$ cat src/rtl/uart_rx_pkg.sv
`default_nettype none
// ============================================================================
// Module   : uart_rx_pkg
// Brief    : Shared state encodings and status-word bit positions for uart_rx.
// Revision : 1.0
// ============================================================================
package uart_rx_pkg;

  typedef enum logic [1:0] {
    RX_IDLE  = 2'd0,
    RX_START = 2'd1,
    RX_DATA  = 2'd2,
    RX_STOP  = 2'd3
  } rx_state_t;

  localparam int RX_BYTE_W  = 8;
  localparam int RX_ENTRY_W = RX_BYTE_W + 1;  // {ferr, byte}

  localparam int RX_VALID = 8;
  localparam int RX_FERR  = 9;
  localparam int RX_OVR   = 10;

endpackage
`default_nettype wire

$ cat src/rtl/rx_fifo.sv
`default_nettype none
// ============================================================================
// Module   : rx_fifo
// Brief    : Synchronous FIFO with wrap-bit pointers; push accepted on full
//            only when a pop happens in the same cycle.
// Revision : 1.0
// ============================================================================
module rx_fifo #(
  parameter int WIDTH = 9,
  parameter int DEPTH = 4
) (
  input  logic             clk,
  input  logic             reset,
  input  logic             push,
  input  logic             pop,
  input  logic [WIDTH-1:0] wdata,
  output logic [WIDTH-1:0] rdata,
  output logic             full,
  output logic             empty
);

  localparam int AW = $clog2(DEPTH);

  logic [AW:0]       r_wptr;
  logic [AW:0]       r_rptr;
  logic [WIDTH-1:0]  r_mem [DEPTH];
  logic              w_do_pop;
  logic              w_do_push;

  assign empty     = (r_wptr == r_rptr);
  assign full      = (r_wptr[AW] != r_rptr[AW]) && (r_wptr[AW-1:0] == r_rptr[AW-1:0]);
  assign w_do_pop  = pop & ~empty;
  assign w_do_push = push & (~full | w_do_pop);
  assign rdata     = r_mem[r_rptr[AW-1:0]];

  always_ff @(posedge clk or posedge reset) begin
    if (reset) begin
      r_wptr <= '0;
      r_rptr <= '0;
    end else begin
      if (w_do_push) r_wptr <= r_wptr + 1'b1;
      if (w_do_pop)  r_rptr <= r_rptr + 1'b1;
    end
  end

  // Storage needs no reset: the pointers alone define what is valid.
  always_ff @(posedge clk) begin
    if (w_do_push) r_mem[r_wptr[AW-1:0]] <= wdata;
  end

endmodule
`default_nettype wire

$ cat src/rtl/uart_rx.sv
`default_nettype none
// ============================================================================
// Module   : uart_rx
// Brief    : 8N1 serial receiver, 16x oversampling, FIFO-buffered status word.
// Revision : 1.0
// ============================================================================
module uart_rx
  import uart_rx_pkg::*;
#(
  parameter int TICK_DIV   = 14,
  parameter int FIFO_DEPTH = 4
) (
  input  logic        clk,
  input  logic        reset,
  input  logic        rx,
  input  logic        re,
  output logic [31:0] rdata,
  output logic        irq
);

  localparam int                DIV_W     = (TICK_DIV > 1) ? $clog2(TICK_DIV) : 1;
  localparam logic [DIV_W-1:0]  C_DIV_MAX = DIV_W'(TICK_DIV - 1);

  logic                   r_rx_meta;
  logic                   r_rxs;
  logic [DIV_W-1:0]       r_div;
  logic                   w_tick;

  rx_state_t              r_state;
  rx_state_t              w_state_nxt;
  logic [3:0]             r_tcnt;
  logic [3:0]             w_tcnt_nxt;
  logic [2:0]             r_bcnt;
  logic [2:0]             w_bcnt_nxt;
  logic [RX_BYTE_W-1:0]   r_shift;
  logic [RX_BYTE_W-1:0]   w_shift_nxt;
  logic                   w_push;

  logic [RX_ENTRY_W-1:0]  w_head;
  logic                   w_full;
  logic                   w_empty;
  logic                   r_ovr;

  always_ff @(posedge clk or posedge reset) begin
    if (reset) begin
      r_rx_meta <= 1'b1;
      r_rxs     <= 1'b1;
    end else begin
      r_rx_meta <= rx;
      r_rxs     <= r_rx_meta;
    end
  end

  assign w_tick = (r_div == C_DIV_MAX);

  always_ff @(posedge clk or posedge reset) begin
    if (reset)       r_div <= '0;
    else if (w_tick) r_div <= '0;
    else             r_div <= r_div + 1'b1;
  end

  always_ff @(posedge clk or posedge reset) begin
    if (reset) begin
      r_state <= RX_IDLE;
      r_tcnt  <= '0;
      r_bcnt  <= '0;
      r_shift <= '0;
    end else begin
      r_state <= w_state_nxt;
      r_tcnt  <= w_tcnt_nxt;
      r_bcnt  <= w_bcnt_nxt;
      r_shift <= w_shift_nxt;
    end
  end

  // tcnt is 4 bits, so a 16-tick interval is simply "tcnt == 15".
  always_comb begin
    w_state_nxt = r_state;
    w_tcnt_nxt  = r_tcnt;
    w_bcnt_nxt  = r_bcnt;
    w_shift_nxt = r_shift;
    w_push      = 1'b0;
    if (w_tick) begin
      case (r_state)
        RX_IDLE: begin
          if (!r_rxs) begin
            w_state_nxt = RX_START;
            w_tcnt_nxt  = '0;
          end
        end
        RX_START: begin
          w_tcnt_nxt = r_tcnt + 4'd1;
          if (r_tcnt == 4'd7) begin
            if (r_rxs) begin
              w_state_nxt = RX_IDLE;
            end else begin
              w_state_nxt = RX_DATA;
              w_tcnt_nxt  = '0;
              w_bcnt_nxt  = '0;
            end
          end
        end
        RX_DATA: begin
          w_tcnt_nxt = r_tcnt + 4'd1;
          if (r_tcnt == 4'd15) begin
            w_shift_nxt[r_bcnt] = r_rxs;
            w_bcnt_nxt          = r_bcnt + 3'd1;
            if (r_bcnt == 3'd7) begin
              w_state_nxt = RX_STOP;
              w_tcnt_nxt  = '0;
            end
          end
        end
        RX_STOP: begin
          w_tcnt_nxt = r_tcnt + 4'd1;
          if (r_tcnt == 4'd15) begin
            w_push      = 1'b1;
            w_state_nxt = RX_IDLE;
          end
        end
        default: w_state_nxt = RX_IDLE;
      endcase
    end
  end

  rx_fifo #(
    .WIDTH (RX_ENTRY_W),
    .DEPTH (FIFO_DEPTH)
  ) u_fifo (
    .clk   (clk),
    .reset (reset),
    .push  (w_push),
    .pop   (re),
    .wdata ({~r_rxs, r_shift}),
    .rdata (w_head),
    .full  (w_full),
    .empty (w_empty)
  );

  // A same-cycle read makes room, so only an unserviced push onto full overruns.
  always_ff @(posedge clk or posedge reset) begin
    if (reset)                   r_ovr <= 1'b0;
    else if (re)                 r_ovr <= 1'b0;
    else if (w_push && w_full)   r_ovr <= 1'b1;
  end

  always_comb begin
    rdata         = '0;
    rdata[RX_OVR] = r_ovr;
    if (!w_empty) begin
      rdata[RX_BYTE_W-1:0] = w_head[RX_BYTE_W-1:0];
      rdata[RX_VALID]      = 1'b1;
      rdata[RX_FERR]       = w_head[RX_BYTE_W];
    end
  end

  assign irq = ~w_empty;

endmodule
`default_nettype wire

$ cat config.mk
export PLATFORM = sky130hd
export DESIGN_NAME = uart_rx
export DESIGN_NICKNAME = d
export VERILOG_FILES = /design/src/rtl/uart_rx_pkg.sv /design/src/rtl/rx_fifo.sv /design/src/rtl/uart_rx.sv
export SDC_FILE = /design/constraint.sdc
export NUM_CORES = 1
export LEC_CHECK = 0
export ABC_AREA = 1
export BUFFER_PORTS_ARGS = -buffer_cell sky130_fd_sc_hd__buf_2
export CAP_MARGIN = 20
export CORE_UTILIZATION = 55
export DETAILED_ROUTE_END_ITERATION = 10
export PLACE_DENSITY = 0.76
export SLEW_MARGIN = 20
export SYNTH_ARGS = -nofsm -noshare
export SYNTH_HDL_FRONTEND = slang
export SYNTH_SLANG_ARGS = --single-unit
export TNS_END_PERCENT = 10
$ cat constraint.sdc
create_clock -name clk -period 2.8 [get_ports clk]
set_clock_uncertainty 0.2 [all_clocks]
set_input_delay 0.28 -clock clk [delete_from_list [all_inputs] [get_ports clk]]
set_output_delay 0.28 -clock clk [all_outputs]
set_load 0.02 [all_outputs]
==> flow_summary.ini, run 1 <==
[synth]
syn-mean-instance-area_um2 = 9.333
synth_fa_ha_area_share_pct = 3.038
ys.flop_type = edfxtp_1
async_flop_share_pct = 45.45
netlist_top_cells_area = edfxtp_1 (33%), dfrtp_1 (21%), nand2_1 (8.5%)
synth_cell_type_count = 28
yosysSeqAreaShare_pct = 55.68
synth_edf_count = 36
synthSimpleGateAreaFrac_pct = 22.14
yosys_warnings = 0
syn-cell-area_um2 = 3294
synth_compound_area_share_pct = 6.912
ys_ff_latch = 66
synthXorXnorAreaFrac_pct = 1.595
synth_mux_area_share_pct = 0
synthCells = 353
synth_top_family_by_area = simple AND/OR/NAND/NOR gates
synth_top_area_share_pct = 32.81
synth_top_area_cell = edfxtp_1

[setup_path]
crit_required_ns = 2.32
end_kind = output pin
cp-start-kind = register
slowest_stage = dfrtp_1
path_depth = 6
worst-path-buf-inv = 2
worstSetupPathType = reg -> out
slowest_delay_ns = 0.44
cp_data_arrival_time_ns = 1.86
path_cells = xor2_1 -> nor2_1 -> nand2_1 -> nand2_1 -> inv_1 -> buf_2
cpLargestDelayFamily = simple AND/OR/NAND/NOR gates
ff2ff_path_depth = 7
cp_max_fo = 15
cpMostUsedCell = nand2_1

[min_path]
hold_depth = 0
hold_class = reg -> reg

[route]
avgRoutedWirePerCell_um = 11.84
drtIter0Drc = 197
detail_route.vias_per_cell = 4.974
drt_pass1_iterations = 4
num_vias = 2253
drc = 0
wl_mm = 5.365
ant_nets = 0

[place]
gp_congestion = 0.8174
dp_hpwl_mm = 3.754
port_buffers = 15
placed_cells = 434

[clock_tree]
clk_path_buf_depth = 2
htree_levels = 3
cts_resized = 0
cts_tree = yes
clk_pin_slew_ns = 0.07
cts.sinks = 66
cts-buffers-inserted = 9
cts-root-buf = clkbuf_8
worstSkewPairLatency_ns = 0.34

[power_and_ir_drop]
irDropWorstVdd_v = 0.0003526
p_leak_nw = 1.861
power_density_nw_per_um2 = 538.6

[sta]
whs_ns = 0.1565
fin_crit_ns = 2.338
final-hold-violation-count = 0
rsz0062_at_grt = no
drv_slew = 0
finalCritPeriodShare_pct = 83.49
setup_tns_ns = 0
setup_viol = 0
fmax_ghz = 0.4278

[flow_run]
cap_violations = 0

[finish]
diodes = 0
multiInputGateArea_um2 = 1189
layout.nets = 388
drive_above_1_share_pct = 14.17
n_fill_cell = 453
regArea_um2 = 1834
stdcell_count = 453
area_delta_synth_final_pct = 8.925

[floorplanning]
start_util_pct = 58.39
die_area_um2 = 6304
die_h_um = 79.40
pin_count = 37
coreArea_um2 = 5642
row_count = 27
die_x_um = 79.40

[grt]
overflow = 0
grt_pass1_vias = 2008
grt_pass1_wl_mm = 9.128
antenna_found_initial = 0
grtUsageTotal_pct = 19.46
grt_max_degree = 31

[outcome]
status = finished, final reports clean
power by group:
part | total, mW | switching (mW) | internal, mW
Sequential | 1.04 | 0.0105 | 1.03
Clock | 0.804 | 0.385 | 0.418
Combinational | 0.0932 | 0.0733 | 0.0199
Total | 1.93 | 0.469 | 1.46
state kept, by name, indices dropped and copies added, names as in the netlist, named ones only:
signal         flops
r_bcnt             3
r_div              4
r_ovr              1
r_rx_meta          1
r_rxs              1
r_shift            8
r_state            1
r_tcnt             4
u_fifo.r_mem      36
u_fifo.r_rptr      3
u_fifo.r_wptr      3
final timing paths:
kind	start	end	slack (ns)
min in group asynchronous	reset	async pin	0.35
min reg2reg	r_rx_meta	r_rxs	0.16
max reg2reg	r_tcnt[0]	u_fifo.r_mem[2][2]	0.60
max in group asynchronous	reset	r_rx_meta	1.72
max	u_fifo.r_wptr[0]	rdata[1]	0.46
min	r_rx_meta	r_rxs	0.16
through the flow:
| stage | util [%] | area (um2) | total power, mW | setup WS, ns |
|---|---|---|---|---|
| finish | 63.61 | 3588 | 1.933 | 0.4623 |
| global route | 63.61 | 3588 | 2.001 | 0.3043 |
| CTS | 63.61 | 3588 | 1.949 | 0.4540 |
| detailed placement | 59.50 | 3357 | 1.147 | 0.6036 |
| global placement | 59.50 | 3357 | 1.146 | 0.6549 |
| floorplan | - | 3369 | 1.151 | 0.8232 |
metal layers:
| layer | vias to the layer above | routed length, um | GRT usage, % |
|---|---|---|---|
| met5 | - | 0 | 0 |
| met3 | 9 | 178 | 5.486 |
| met2 | 43 | 2523 | 31.03 |
| met4 | 0 | 88 | 8.545 |
| li1 | 1157 | - | - |
| met1 | 1044 | 2573 | 24.81 |
area by class of cell:
type                            instances  share of cell area (%)
Clock buffer                            9                   3.452
Clock inverter                          7                   2.162
Inverter                               39                   4.079
Multi-Input combinational cell        239                   33.12
Sequential cell                        66                   51.12
Tap cell                               72                   2.510
Timing Repair Buffer                   21                   3.556
synth_stat cells (3+ instances only):
library cell,instances
nand2_1,75
nor2_1,42
edfxtp_1,36
o21ai_0,36
inv_1,35
dfrtp_1,28
buf_4,23
nand3_1,23
ha_1,8
nor2_2,7
xor2_1,5
buf_2,4
inv_2,4
nand4_1,4
nor3_1,3
o21bai_1,3
worst reg2reg max path, delay by kind of cell, from the launching register on:
kind	cells	cell delay [ns]
adder cells (fa/ha/maj)	1	0.22
flip-flops	1	0.39
buffers and inverters	1	0.14
AND/OR/NAND/NOR	5	0.90
cell families after synthesis:
| family | Yosys count |
|---|---|
| AO/OA/AOI/OAI | 43 |
| adder cells (fa/ha/maj) | 8 |
| other | 1 |
| flip-flops | 66 |
| XOR/XNOR | 6 |
| AND/OR/NAND/NOR | 161 |
| buffers and inverters | 68 |
cells in the final DEF, fill, tap and decap left out:
cell / n
nor3_1: 3
nand4_1: 4
nand2_1: 75
inv_2: 4
ha_1: 8
nand2_4: 2
inv_1: 35
inv_6: 2
dlygate4sd3_1: 3
nor2_2: 7
nor2_8: 2
dfrtp_1: 28
bufinv_16: 1
clkbuf_8: 9
buf_2: 15
xnor2_1: 1
xor2_1: 5
nand3_1: 23
nor2_1: 42
o21bai_1: 3
a22oi_1: 2
conb_1: 21
o21ai_1: 1
clkinvlp_4: 1
buf_4: 3
clkinv_2: 1
nor3_4: 1
edfxtp_1: 36
a21oi_1: 1
o21ai_0: 36
clkinv_4: 2
nand2_2: 2
dfstp_2: 2
repair_timing:
| item | CTS | global route |
|---|---|---|
| hold buffers | 3 | 0 |
| endpoints found under the hold margin | 30 | 0 |
| buffers inserted | 0 | 0 |
Note: power is estimated with default switching activity, not from simulation.
==> inputs of run 2 (changes only) <==
--- a/config.mk
+++ b/config.mk
@@ -5,7 +5,7 @@
 export SDC_FILE = /design/constraint.sdc
 export NUM_CORES = 1
 export LEC_CHECK = 0
-export ABC_AREA = 1
+export ABC_AREA = 0
 export BUFFER_PORTS_ARGS = -buffer_cell sky130_fd_sc_hd__buf_2
 export CAP_MARGIN = 20
 export CORE_UTILIZATION = 55
==> constraint.sdc (replaced) <==
create_clock -name clk -period 2.2 [get_ports clk]
set_clock_uncertainty 0.2 [all_clocks]
set_input_delay 0.22 -clock clk [delete_from_list [all_inputs] [get_ports clk]]
set_output_delay 0.22 -clock clk [all_outputs]
set_load 0.02 [all_outputs]
==> flow_summary.ini, run 2 <==
[route]
ant_nets = 0
drtIter0Drc = 105
drt_pass1_iterations = 4
drc = 0
wl_mm = 4.684
detail_route.vias_per_cell = 5.187
num_vias = 1748
avgRoutedWirePerCell_um = 13.90

[grt]
grtUsageTotal_pct = 17.80
grt_pass1_vias = 1643
grt_max_degree = 31
grt_pass1_wl_mm = 7.921
antenna_found_initial = 0
overflow = 0

[floorplanning]
die_x_um = 77.20
coreArea_um2 = 5473
die_h_um = 77.20
row_count = 27
pin_count = 37
die_area_um2 = 5960
start_util_pct = 56.84

[finish]
n_fill_cell = 408
largest_register_ffs = 36
final_cell_mix = edfxtp_1 (36), dfrtp_1 (27), conb_1 (21)
area_delta_synth_final_pct = 11.95
drive_above_1_share_pct = 26.79
layout.nets = 272
final_common_cell = edfxtp_1
diodes = 0

[place]
port_buffers = 15
gp_congestion = 0.7969
dp_hpwl_mm = 3.228
dp_slack_ns = 0.01050

[synth]
yosysMostFrequentCell = edfxtp_1
ys.flop_type = edfxtp_1
yosysSeqAreaShare_pct = 58.97
syn-cell-area_um2 = 3110
synth_edf_count = 36
ys_ff_latch = 66
syn-mean-instance-area_um2 = 13.47
yosys_warnings = 0
synth_top_area_share_pct = 34.75
netlist_top_cells_area = edfxtp_1 (35%), dfrtp_1 (23%), mux4_2 (6.5%)
async_flop_share_pct = 45.45
synth_top_area_cell = edfxtp_1
synth_common_cells = edfxtp_1 (36), dfrtp_1 (28), buf_4 (24)
synthCells = 231
synth_cell_type_count = 41

[setup_path]
cpLargestDelayFamily = multiplexers
reg2reg_slack_ns = 0.18
crit_required_ns = 1.78
r2r-start = r_tcnt[0]
ff2ff_path_depth = 5
cp_data_arrival_time_ns = 1.76
worst-path-buf-inv = 2
cp-start-kind = register
end_kind = output pin
worstSetupPathType = reg -> out
slowest_delay_ns = 0.50
slowest_stage = mux4_2
path_cells = buf_8 -> mux4_2 -> and2_1 -> buf_2
cp_max_fo = 6
reg2reg_to = u_fifo.r_mem[0][6]

[outcome]
status = finished, final reports clean

[power_and_ir_drop]
irDropWorstVdd_v = 0.0004478
swShare_pct = 25.84
power_density_nw_per_um2 = 825.2
seqPwrFrac_pct = 48.1
p_comb_share_pct = 18.8
switchingPower_mw = 0.7424
p_leak_nw = 1.521
internal_power_mw = 2.131
clkPwrFrac_pct = 33.2

[clock_tree]
clk_path_buf_depth = 2
clk_pin_slew_ns = 0.07
cts-buffers-inserted = 9
cts-root-buf = clkbuf_8
cts.sinks = 66
worstSkewPairLatency_ns = 0.33
htree_levels = 3
cts_tree = yes

[sta]
rsz0062_at_grt = yes
final-hold-violation-count = 0
setup_viol = 0
finalCritPeriodShare_pct = 99.30
worst_slack_ns = 0.01532
setup_tns_ns = 0
fin_crit_ns = 2.185
fmax_ghz = 0.4577
drv_slew = 0

[min_path]
hold_depth = 0
min-delay-start = r_rx_meta
hold_class = reg -> reg
hold_path_end = r_rxs

[flow_run]
cap_violations = 0
[run 2: cell types whose count changed in the layout (fill, tap and decap cells not counted), moves of 10 or more]
cell	change
o21ai_0	-32
nand3_1	-16
nor2_1	-34
mux2_2	+10
inv_1	-25
nand2_1	-60
[run 2: worst max-delay path by stage]
| stage | startpoint | endpoint | slack [ns] | cells after the start |
|---|---|---|---|---|
| after floorplan | r_tcnt[0] | u_fifo.r_mem[0][0] | 0.20 | 6 |
| after global routing | u_fifo.r_rptr[0] | rdata[0] | -0.05 | 4 |
| after CTS | u_fifo.r_rptr[0] | rdata[0] | -0.02 | 4 |
| final | u_fifo.r_rptr[0] | rdata[0] | 0.02 | 4 |
| after detailed placement | r_tcnt[0] | u_fifo.r_mem[1][2] | 0.01 | 5 |
| after global placement | r_tcnt[0] | u_fifo.r_mem[1][7] | 0.1 | 5 |
[run 2: layout make-up]
class                           instances  area, um2  share of cell area (%)
Multi-Input combinational cell        144       1111                   31.91
Tap cell                               72      90.09                   2.587
Inverter                               10      37.54                   1.078
Sequential cell                        66       1836                   52.71
Clock buffer                           11      131.4                   3.773
Clock inverter                          5      55.05                   1.581
Timing Repair Buffer                   29      221.5                   6.360
[run 2: per-layer routing]
metal	share of wire, %	up-vias	wire (um)	track usage (%)
met2	48	46	2266	26.55
li1	-	841	-	-
met1	46	853	2139	24.01
met3	4.3	8	202	5.714
met4	1.6	0	76	7.547
met5	0	-	0	0
[run 2: logic make-up (layout without fill, tap and decap cells)]
| group | Yosys count | count (layout) | synth area share, % |
|---|---|---|---|
| AO/OA/AOI/OAI | 20 | 20 | 3.983 |
| XOR/XNOR | 7 | 7 | 1.971 |
| adder cells (fa/ha/maj) | 8 | 8 | 3.218 |
| buffers and inverters | 41 | 55 | 7.964 |
| flip-flops | 66 | 66 | 58.97 |
| multiplexers | 23 | 23 | 11.50 |
| other | 1 | 21 | 0.1206 |
| AND/OR/NAND/NOR | 65 | 65 | 12.27 |
[run 2: stage by stage]
stage                     total power [mW]  utilization, %  hold WS [ns]  instance area, um2  cells
final                                2.873           63.63        0.1581                3482    337
after global routing                 2.995           63.63        0.1664                3482    337
after CTS                            2.909           63.47        0.1602                3473    337
after detailed placement             1.840           58.48        0.1132                3201    315
after global placement               1.832           58.48        0.1106                3201    315
after floorplan                      1.774               -       0.02448                3186    251
[run 2: what timing repair did]
item	in CTS	in global routing
hold endpoints to repair	30	0
pin swaps	2	0
hold buffers	3	0
setup endpoints to repair	9	42
setup buffers	2	0
cloned	1	0
gates resized for setup	6	5
[run 2: power groups by stage]
stage,logic [mW],clock network [mW],registers (mW)
2_1_floorplan,0.392,0,1.38
4_1_cts,0.550,0.976,1.38
5_1_grt,0.590,1.02,1.38
6_report,0.539,0.953,1.38
3_5_place_dp,0.452,0,1.39
3_3_place_gp,0.444,0,1.39
==> inputs of run 3 (changes only) <==
--- a/config.mk
+++ b/config.mk
@@ -5,7 +5,7 @@
 export SDC_FILE = /design/constraint.sdc
 export NUM_CORES = 1
 export LEC_CHECK = 0
-export ABC_AREA = 0
+export ABC_AREA = 1
 export BUFFER_PORTS_ARGS = -buffer_cell sky130_fd_sc_hd__buf_2
 export CAP_MARGIN = 20
 export CORE_UTILIZATION = 55
==> flow_summary.ini, run 3 (synthesis results as in run 1) <==
[sta]
drv_slew = 0
setup_tns_ns = 0
finalCritPeriodShare_pct = 94.46
setup_viol = 0
fin_crit_ns = 2.078
final-hold-violation-count = 0
fmax_ghz = 0.4812
rsz0062_at_grt = yes

[place]
placed_area_um2 = 3387
placed_cells = 438
gp_congestion = 0.8315
dp_hpwl_mm = 3.934
port_buffers = 15

[floorplanning]
pin_count = 37
start_util_pct = 58.39
die_x_um = 79.40
die_area_um2 = 6304
row_count = 27
die_h_um = 79.40
coreArea_um2 = 5642

[route]
ant_nets = 0
drc = 0
drt_pass1_iterations = 4
avgRoutedWirePerCell_um = 12.25
detail_route.vias_per_cell = 4.974
num_vias = 2273
wl_mm = 5.596
drtIter0Drc = 161

[power_and_ir_drop]
irDropWorstVdd_v = 0.0004518
fin_total_pwr_mw = 2.263
power_density_nw_per_um2 = 630.9
p_leak_nw = 1.865

[finish]
stdcell_count = 457
area_delta_synth_final_pct = 8.887
diodes = 0
final_common_cell = nand2_1
final_area_um2 = 3587
layout.nets = 392
drive_above_1_share_pct = 15.06
final_cell_mix = nand2_1 (74), nor2_1 (41), edfxtp_1 (36)
largest_register_ffs = 36

[clock_tree]
cts-root-buf = clkbuf_8
clk_pin_slew_ns = 0.07
cts-buffers-inserted = 9
worstSkewPairLatency_ns = 0.34
cts.sinks = 66
cts_tree = yes
htree_levels = 3
clk_path_buf_depth = 2

[setup_path]
worstSetupPathType = reg -> out
cpLargestDelayFamily = flip-flops
worst-path-buf-inv = 3
cp_max_fo = 18
cp_data_arrival_time_ns = 1.66
path_cells = buf_6 -> nor2_1 -> nor2_1 -> o21ai_0 -> o21ai_1 -> nand2_1 -> inv_1 -> buf_2
slowest_stage = dfrtp_2
cpMostUsedCell = nor2_1
slowest_delay_ns = 0.45
cp-start-kind = register
end_kind = output pin
crit_required_ns = 1.78

[grt]
grt_max_degree = 31
antenna_found_initial = 0
overflow = 0
grt_pass1_vias = 2010
grt_pass1_wl_mm = 9.335
grtUsageTotal_pct = 20.24

[min_path]
hold_class = reg -> reg

[outcome]
status = finished, final reports clean

[flow_run]
cap_violations = 0
run 3: cell types whose count changed in the layout (fill, tap and decap cells not counted), moves of 10 or more:
cell,change
nand2_1,+59
o21ai_0,+31
nor2_1,+33
nand3_1,+16
mux2_2,-10
inv_1,+25
run 3: final timing paths:
kind / endpoint / slack, ns / cells past startpoint / from
worst max register to register: u_fifo.r_mem[2][7] / 0.16 / 5 / u_fifo.r_rptr[2]
worst max-delay path: rdata[2] / 0.12 / 8 / u_fifo.r_rptr[0]
max in group asynchronous: r_rx_meta / 1.15 / 4 / reset
worst min-delay path: r_rxs / 0.16 / 0 / r_rx_meta
worst min register to register: r_rxs / 0.16 / 0 / r_rx_meta
min in group asynchronous: r_div[3] / 0.32 / 4 / reset
run 3: cell type report:
class,count,area [um2]
clock inverters,4,20.02
well taps,72,90.09
repair buffers,25,161.4
flip-flops and latches,66,1836
fillers,473,2054
multi-input cells,239,1199
inverters,39,146.4
clock buffers,12,135.1
run 3: worst reg2reg max path, cell delays in order, from the launching register on:
cell and delay [ns]:
dfrtp_1 0.42, xnor2_1 0.32, nor2_1 0.10, nand2_1 0.18, nand2_4 0.11, nor2_2 0.37
run 3: through the flow:
stage	utilization (%)	setup WS, ns	hold WS, ns
finish	63.58	0.1220	0.1563
floorplan	-	0.2232	0.02448
global route	63.58	-0.003706	0.1640
detailed placement	60.04	0.1480	0.1170
CTS	63.36	0.01314	0.1574
global placement	60.04	0.2156	0.1169
run 3: timing repair:
| action | CTS | global route |
|---|---|---|
| setup endpoints to repair | 11 | 18 |
| resized for setup | 1 | 5 |
| buffers inserted | 0 | 0 |
| pin swaps | 0 | 0 |
| hold endpoints to repair | 33 | 0 |
| hold buffers | 3 | 0 |
run 3: power by group:
part | internal, mW | switching [mW] | total, mW
clock | 0.402 | 0.423 | 0.825
combinational | 0.0252 | 0.0938 | 0.119
sequential | 1.31 | 0.0128 | 1.32
total | 1.73 | 0.530 | 2.26
run 3: metal layers:
layer	share of wire (%)	vias up	track usage [%]
met5	0	-	0
met4	1.7	0	10.18
met3	6.5	11	4.457
met2	48	61	32.50
met1	44	1046	25.91
li1	-	1155	-
